--- src/rtl/uart_fifo_param.sv ---
// Parametrised synchronous FIFO for the UART TX/RX paths, with level, thresholds and sticky errors.
// Define UART_FIFO_FWFT_EN for first-word-fall-through reads; the default build uses registered reads.
module uart_fifo_param #(
    parameter int DATA_W    = 8,
    parameter int DEPTH     = 16,
    parameter int AFULL_TH  = 12,
    parameter int AEMPTY_TH = 2,
    localparam int AW       = $clog2(DEPTH)
) (
    input  logic              clk,
    input  logic              rst,
    input  logic              wr_en,
    input  logic [DATA_W-1:0] wr_data,
    input  logic              rd_en,
    output logic [DATA_W-1:0] rd_data,
    output logic              rd_valid,
    output logic              full,
    output logic              empty,
    output logic              almost_full,
    output logic              almost_empty,
    output logic [AW:0]       level,
    output logic              overflow,
    output logic              underflow,
    input  logic              clr_err
);

    localparam logic [AW:0] LVL_MAX = (AW+1)'(DEPTH);
    localparam logic [AW:0] AF_LVL  = (AW+1)'(AFULL_TH);
    localparam logic [AW:0] AE_LVL  = (AW+1)'(AEMPTY_TH);

    logic [DATA_W-1:0] mem [DEPTH];
    logic [AW-1:0]     wr_ptr;
    logic [AW-1:0]     rd_ptr;
    logic              rd_acc;
    logic              wr_acc;

    assign full         = (level == LVL_MAX);
    assign empty        = (level == '0);
    assign almost_full  = (level >= AF_LVL);
    assign almost_empty = (level <= AE_LVL);

    // A full FIFO still takes a write when a read frees a slot in the same cycle.
    assign rd_acc = rd_en && !empty;
    assign wr_acc = wr_en && (!full || rd_acc);

    always_ff @(posedge clk) begin
        if (wr_acc) begin
            mem[wr_ptr] <= wr_data;
        end
    end

    always_ff @(posedge clk or posedge rst) begin
        if (rst) begin
            wr_ptr    <= '0;
            rd_ptr    <= '0;
            level     <= '0;
            overflow  <= 1'b0;
            underflow <= 1'b0;
        end else begin
            if (wr_acc) begin
                wr_ptr <= wr_ptr + AW'(1);
            end
            if (rd_acc) begin
                rd_ptr <= rd_ptr + AW'(1);
            end
            if (wr_acc && !rd_acc) begin
                level <= level + (AW+1)'(1);
            end else if (rd_acc && !wr_acc) begin
                level <= level - (AW+1)'(1);
            end
            // A new error event in the same cycle as clr_err keeps the flag set.
            if (wr_en && full && !rd_acc) begin
                overflow <= 1'b1;
            end else if (clr_err) begin
                overflow <= 1'b0;
            end
            if (rd_en && empty) begin
                underflow <= 1'b1;
            end else if (clr_err) begin
                underflow <= 1'b0;
            end
        end
    end

`ifdef UART_FIFO_FWFT_EN
    assign rd_data  = rst ? '0 : mem[rd_ptr];
    assign rd_valid = !empty;
`else
    always_ff @(posedge clk or posedge rst) begin
        if (rst) begin
            rd_data  <= '0;
            rd_valid <= 1'b0;
        end else begin
            rd_valid <= rd_acc;
            if (rd_acc) begin
                rd_data <= mem[rd_ptr];
            end
        end
    end
`endif

endmodule

--- config.mk ---
export PLATFORM = sky130hd
export DESIGN_NAME = uart_fifo_param
export DESIGN_NICKNAME = d
export VERILOG_FILES = /design/src/rtl/uart_fifo_param.sv
export SDC_FILE = /design/constraint.sdc
export NUM_CORES = 1
export LEC_CHECK = 0
export BUFFER_PORTS_ARGS = -buffer_cell sky130_fd_sc_hd__buf_2
export CAP_MARGIN = 10
export CORE_MARGIN = 1
export CORE_UTILIZATION = 50
export DETAILED_ROUTE_END_ITERATION = 16
export PLACE_DENSITY = 0.8
export SYNTH_ARGS = -nofsm -noshare
export SYNTH_HDL_FRONTEND = slang
export SYNTH_SLANG_ARGS = --single-unit
--- constraint.sdc ---
create_clock -name clk -period 3 [get_ports clk]
set_input_delay 0.6 -clock clk [delete_from_list [all_inputs] [get_ports clk]]
set_output_delay 0.6 -clock clk [all_outputs]
set_load 0.01 [all_outputs]
==> tab_implementation.tex <==
\begin{tabular}{lr}
\hline
Metric & Value \\
\hline
\multicolumn{2}{l}{\textbf{Route}} \\
Overall via count from detail\_route & 3028 \\
Aggregate routed wire length & 11000 um \\
DR WL/cell & 21.0 um \\
DR vias/cell & 5.77 \\
DR DRC count & 0 \\
Drt pass-1 iters & 4 \\
Starting DRT DRC Count & 284 \\
Antenna Nets Post-Route & 0 \\
\multicolumn{2}{l}{\textbf{Critical path}} \\
CP Launch Type & flop \\
Reg-to-Reg Start & level[1]\$\_DFFE\_PP0P\_ \\
Endpoint arrival time on the critical path & 3180 ps \\
Crit path depth & 10 \\
Critical Path End Type & flop \\
Worst Path Buf+Inv & 2 \\
Category of the critical setup timing path & flop to flop \\
Max stage delay cell, worst path & or4\_4 \\
Worst R2R Path Depth & 10 \\
Reg2Reg Capture Point & level[4]\$\_DFFE\_PP0P\_ \\
Worst reg2reg setup slack & 150 ps \\
Max incr delay on CP & 570 ps \\
Peak fanout along the critical path & 6 \\
Sequence of cells on the critical path & or4\_4 -> o31ai\_4 -> inv\_2 -> ha\_1 -> inv\_2 -> ha\_1 -> a21o\_1 -> a21oi\_1 -> mux2i\_1 -> xnor2\_1 \\
CP endpoint & level[4]\$\_DFFE\_PP0P\_ \\
Crit path max-delay family & compound AO/OA/AOI/OAI gates \\
Worst setup path startpoint & level[1]\$\_DFFE\_PP0P\_ \\
Worst path required time & 3340 ps \\
\multicolumn{2}{l}{\textbf{Yosys}} \\
Post-synth net total & 336 \\
Combined area of all synthesized cells & 0.00611 mm\^{}2 \\
Syn Area/Cell & 19.5 um\^{}2 \\
Count of yosys warnings during synthesis & 0 \\
Register bit total from synthesis & 152 \\
Gate count after technology mapping & 313 \\
Unique masters post-synth & 33 \\
Fraction of the yosys area taken by sequential cells & 0.727 \\
\multicolumn{2}{l}{\textbf{Cells and area}} \\
Final net count & 388 \\
Most frequent cells in the layout & edfxtp\_1 (128), mux4\_2 (32), buf\_2 (32) \\
Growth of design area from synthesis to finish & 16.1\% \\
Antenna Diode Count & 0 \\
Most common cell after layout, fill and taps aside & edfxtp\_1 \\
Layout cells sized above 1 & 0.317 \\
\multicolumn{2}{l}{\textbf{Global route}} \\
Residual overflow from global routing & 0 \\
Pin count of the biggest net entering global routing & 34 \\
Initial antenna violation count & 0 \\
First-pass GRT wire length & 17100 um \\
Vias in the first global route & 3028 \\
Global router's overall resource usage & 0.189 \\
\multicolumn{2}{l}{\textbf{Place}} \\
Detailed placement HPWL & 6950 um \\
Port-buffer cells & 32 \\
Weighted congestion reported at the end of routability-driven placement & 0.746 \\
\multicolumn{2}{l}{\textbf{Clocking}} \\
Worst-path clk slew & 60 ps \\
CTS buffer count & 17 \\
H-tree lvl count & 4 \\
Worst-skew pair later-pin latency & 420 ps \\
Library cell used as clock root buffer & clkbuf\_16 \\
CTS tree & built \\
Post-CTS Hold Buffers & 0 \\
Clk sinks & 152 \\
Maximum buffer depth of the clock tree & 2 \\
\multicolumn{2}{l}{\textbf{STA}} \\
Number of pins with negative max-slew slack in the final report & 0 \\
Worst slew margin relative to its limit & 0.360 \\
Max Clock Freq & 351 MHz \\
Final period demand of the worst path & 2850 ps \\
Worst Skew & 7.76 ps \\
Final setup violation count & 0 \\
Final setup TNS & 0 ps \\
Actual transition at the worst max-transition pin & 959 ps \\
Unrepaired setup endpoints after global routing & false \\
Final hold violations & 0 \\
Crit share post-route & 0.949 \\
\multicolumn{2}{l}{\textbf{Power and ir drop}} \\
VDD IR max & 0.000443 V \\
Cell Int Power & 4.90 mW \\
Seq pwr share & 0.412 \\
Power per standard cell area & 981 mW/mm\^{}2 \\
Leak Pwr & 2.55 nW \\
Power share of the combinational group & 0.272 \\
Total power consumption of the routed design & 6.96 mW \\
Net Switching & 2.06 mW \\
Proportion of power drawn by the clock network & 0.316 \\
Sw Share & 0.297 \\
\multicolumn{2}{l}{\textbf{Floorplan}} \\
Row Count & 40 \\
Die height & 113 um \\
I/O pin count & 33 \\
Area of the die & 0.0127 mm\^{}2 \\
Std-Cell Core Area & 0.0120 mm\^{}2 \\
Chip width & 113 um \\
Starting density of the core & 0.511 \\
\multicolumn{2}{l}{\textbf{Hold path}} \\
Hold Path Class & primary input to async pin \\
\multicolumn{2}{l}{\textbf{Job}} \\
Max-cap violation count & 0 \\
\multicolumn{2}{l}{\textbf{Status}} \\
Outcome & finished clean \\
\hline
\end{tabular}
[flip-flops by register name, indices dropped and copies added, names as in the netlist]
name,cells
mem,128
rd_data,8
underflow,1
rd_valid,1
level,5
overflow,1
wr_ptr,4
rd_ptr,4
[cell type report]
class / count / area (um^2)
clock inverters: 14 / 186
multi-input cells: 141 / 1570
fillers: 818 / 4860
flip-flops and latches: 152 / 4450
clock buffers: 18 / 429
repair buffers: 45 / 258
well taps: 147 / 184
inverters: 8 / 30.0
[worst min path at each step]
| stage | slack [ps] | from | end | depth (start not counted) |
|---|---|---|---|---|
| 3_3_place_gp | 470 | rd_data[2]$_DFFE_PP0N_ | rd_data[2]$_DFFE_PP0N_ | 2 |
| 3_5_place_dp | 480 | rd_data[2]$_DFFE_PP0N_ | rd_data[2]$_DFFE_PP0N_ | 2 |
| 6_report | 400 | rst | rd_data[7]$_DFFE_PP0N_ | 2 |
| 4_1_cts | 420 | rst | rd_data[3]$_DFFE_PP0N_ | 2 |
| 2_1_floorplan | 500 | wr_ptr[3]$_DFFE_PP0P_ | wr_ptr[3]$_DFFE_PP0P_ | 1 |
| 5_1_grt | 450 | wr_en | overflow$_DFFE_PP0P_ | 2 |
[kinds of logic (layout without fill, tap and decap cells)]
kind of cell               after synthesis  after routing  share of synthesized area
and+or+nand+nor                         48             48                     0.0418
DFF                                    152            152                      0.727
xor gates and xnor gates                10             10                     0.0143
adders and majority gates               10             10                     0.0217
buffers and inverters                   20             85                     0.0168
muxes                                   53             53                      0.153
AOI/OAI and AO/OA                       20             20                     0.0252
[synthesized netlist by cell type, drive strengths merged]
master	n	share of area
fa	1	0.0033
xor2	1	0.0014
and3	1	0.0018
mux4	32	0.12
and2	16	0.017
ha	9	0.018
nor2	4	0.0025
xnor2	9	0.013
mux2	4	0.0074
inv	8	0.0049
o221ai	5	0.0072
nand4	2	0.0020
nand2b	1	0.0010
clkbuf	1	0.00061
o31ai	1	0.0035
a22o	2	0.0029
a21o	2	0.0025
nand2	19	0.012
buf	11	0.011
or4	1	0.0018
o21ai	6	0.0049
a2111oi	1	0.0014
mux2i	17	0.028
a21oi	2	0.0016
nor3	2	0.0016
edfxtp	128	0.63
nor3b	2	0.0025
dfrtp	24	0.098
o21a	1	0.0012
[power by group through the flow]
stage / combinational [mW] / clock, mW / sequential (mW)
2_1_floorplan: 1.39 / 0 / 2.85
6_report: 1.89 / 2.20 / 2.87
4_1_cts: 1.88 / 2.22 / 2.88
3_5_place_dp: 1.86 / 0 / 2.92
5_1_grt: 2.05 / 2.30 / 2.92
3_3_place_gp: 1.81 / 0 / 2.90
[through the flow]
step / std cells / hold WS, ps / utilization / setup slack (ps) / area [um^2]
after floorplan: 313 / 500 / - / 64.0 / 6110
after detailed placement: 487 / 476 / 0.538 / 110 / 6440
after CTS: 519 / 425 / 0.590 / 94.8 / 7050
final: 525 / 396 / 0.593 / 152 / 7100
after global routing: 525 / 445 / 0.593 / 14.9 / 7100
after global placement: 487 / 466 / 0.538 / 181 / 6440
[timing repair]
| item | 4_1_cts | 5_1_grt |
|---|---|---|
| buffers inserted | 0 | 6 |
| setup endpoints to repair | 0 | 1 |
| gates resized for setup | 0 | 2 |
[per-layer routing]
metal  routed length (um)  global-route usage  vias up
met4                  245              0.0889        0
met1                 4930               0.256     1554
li1                     -                   -     1344
met5                    0                   0        -
met3                  604              0.0454       20
met2                 5270               0.291      110
No activity file was read; power rests on OpenSTA's default activity.
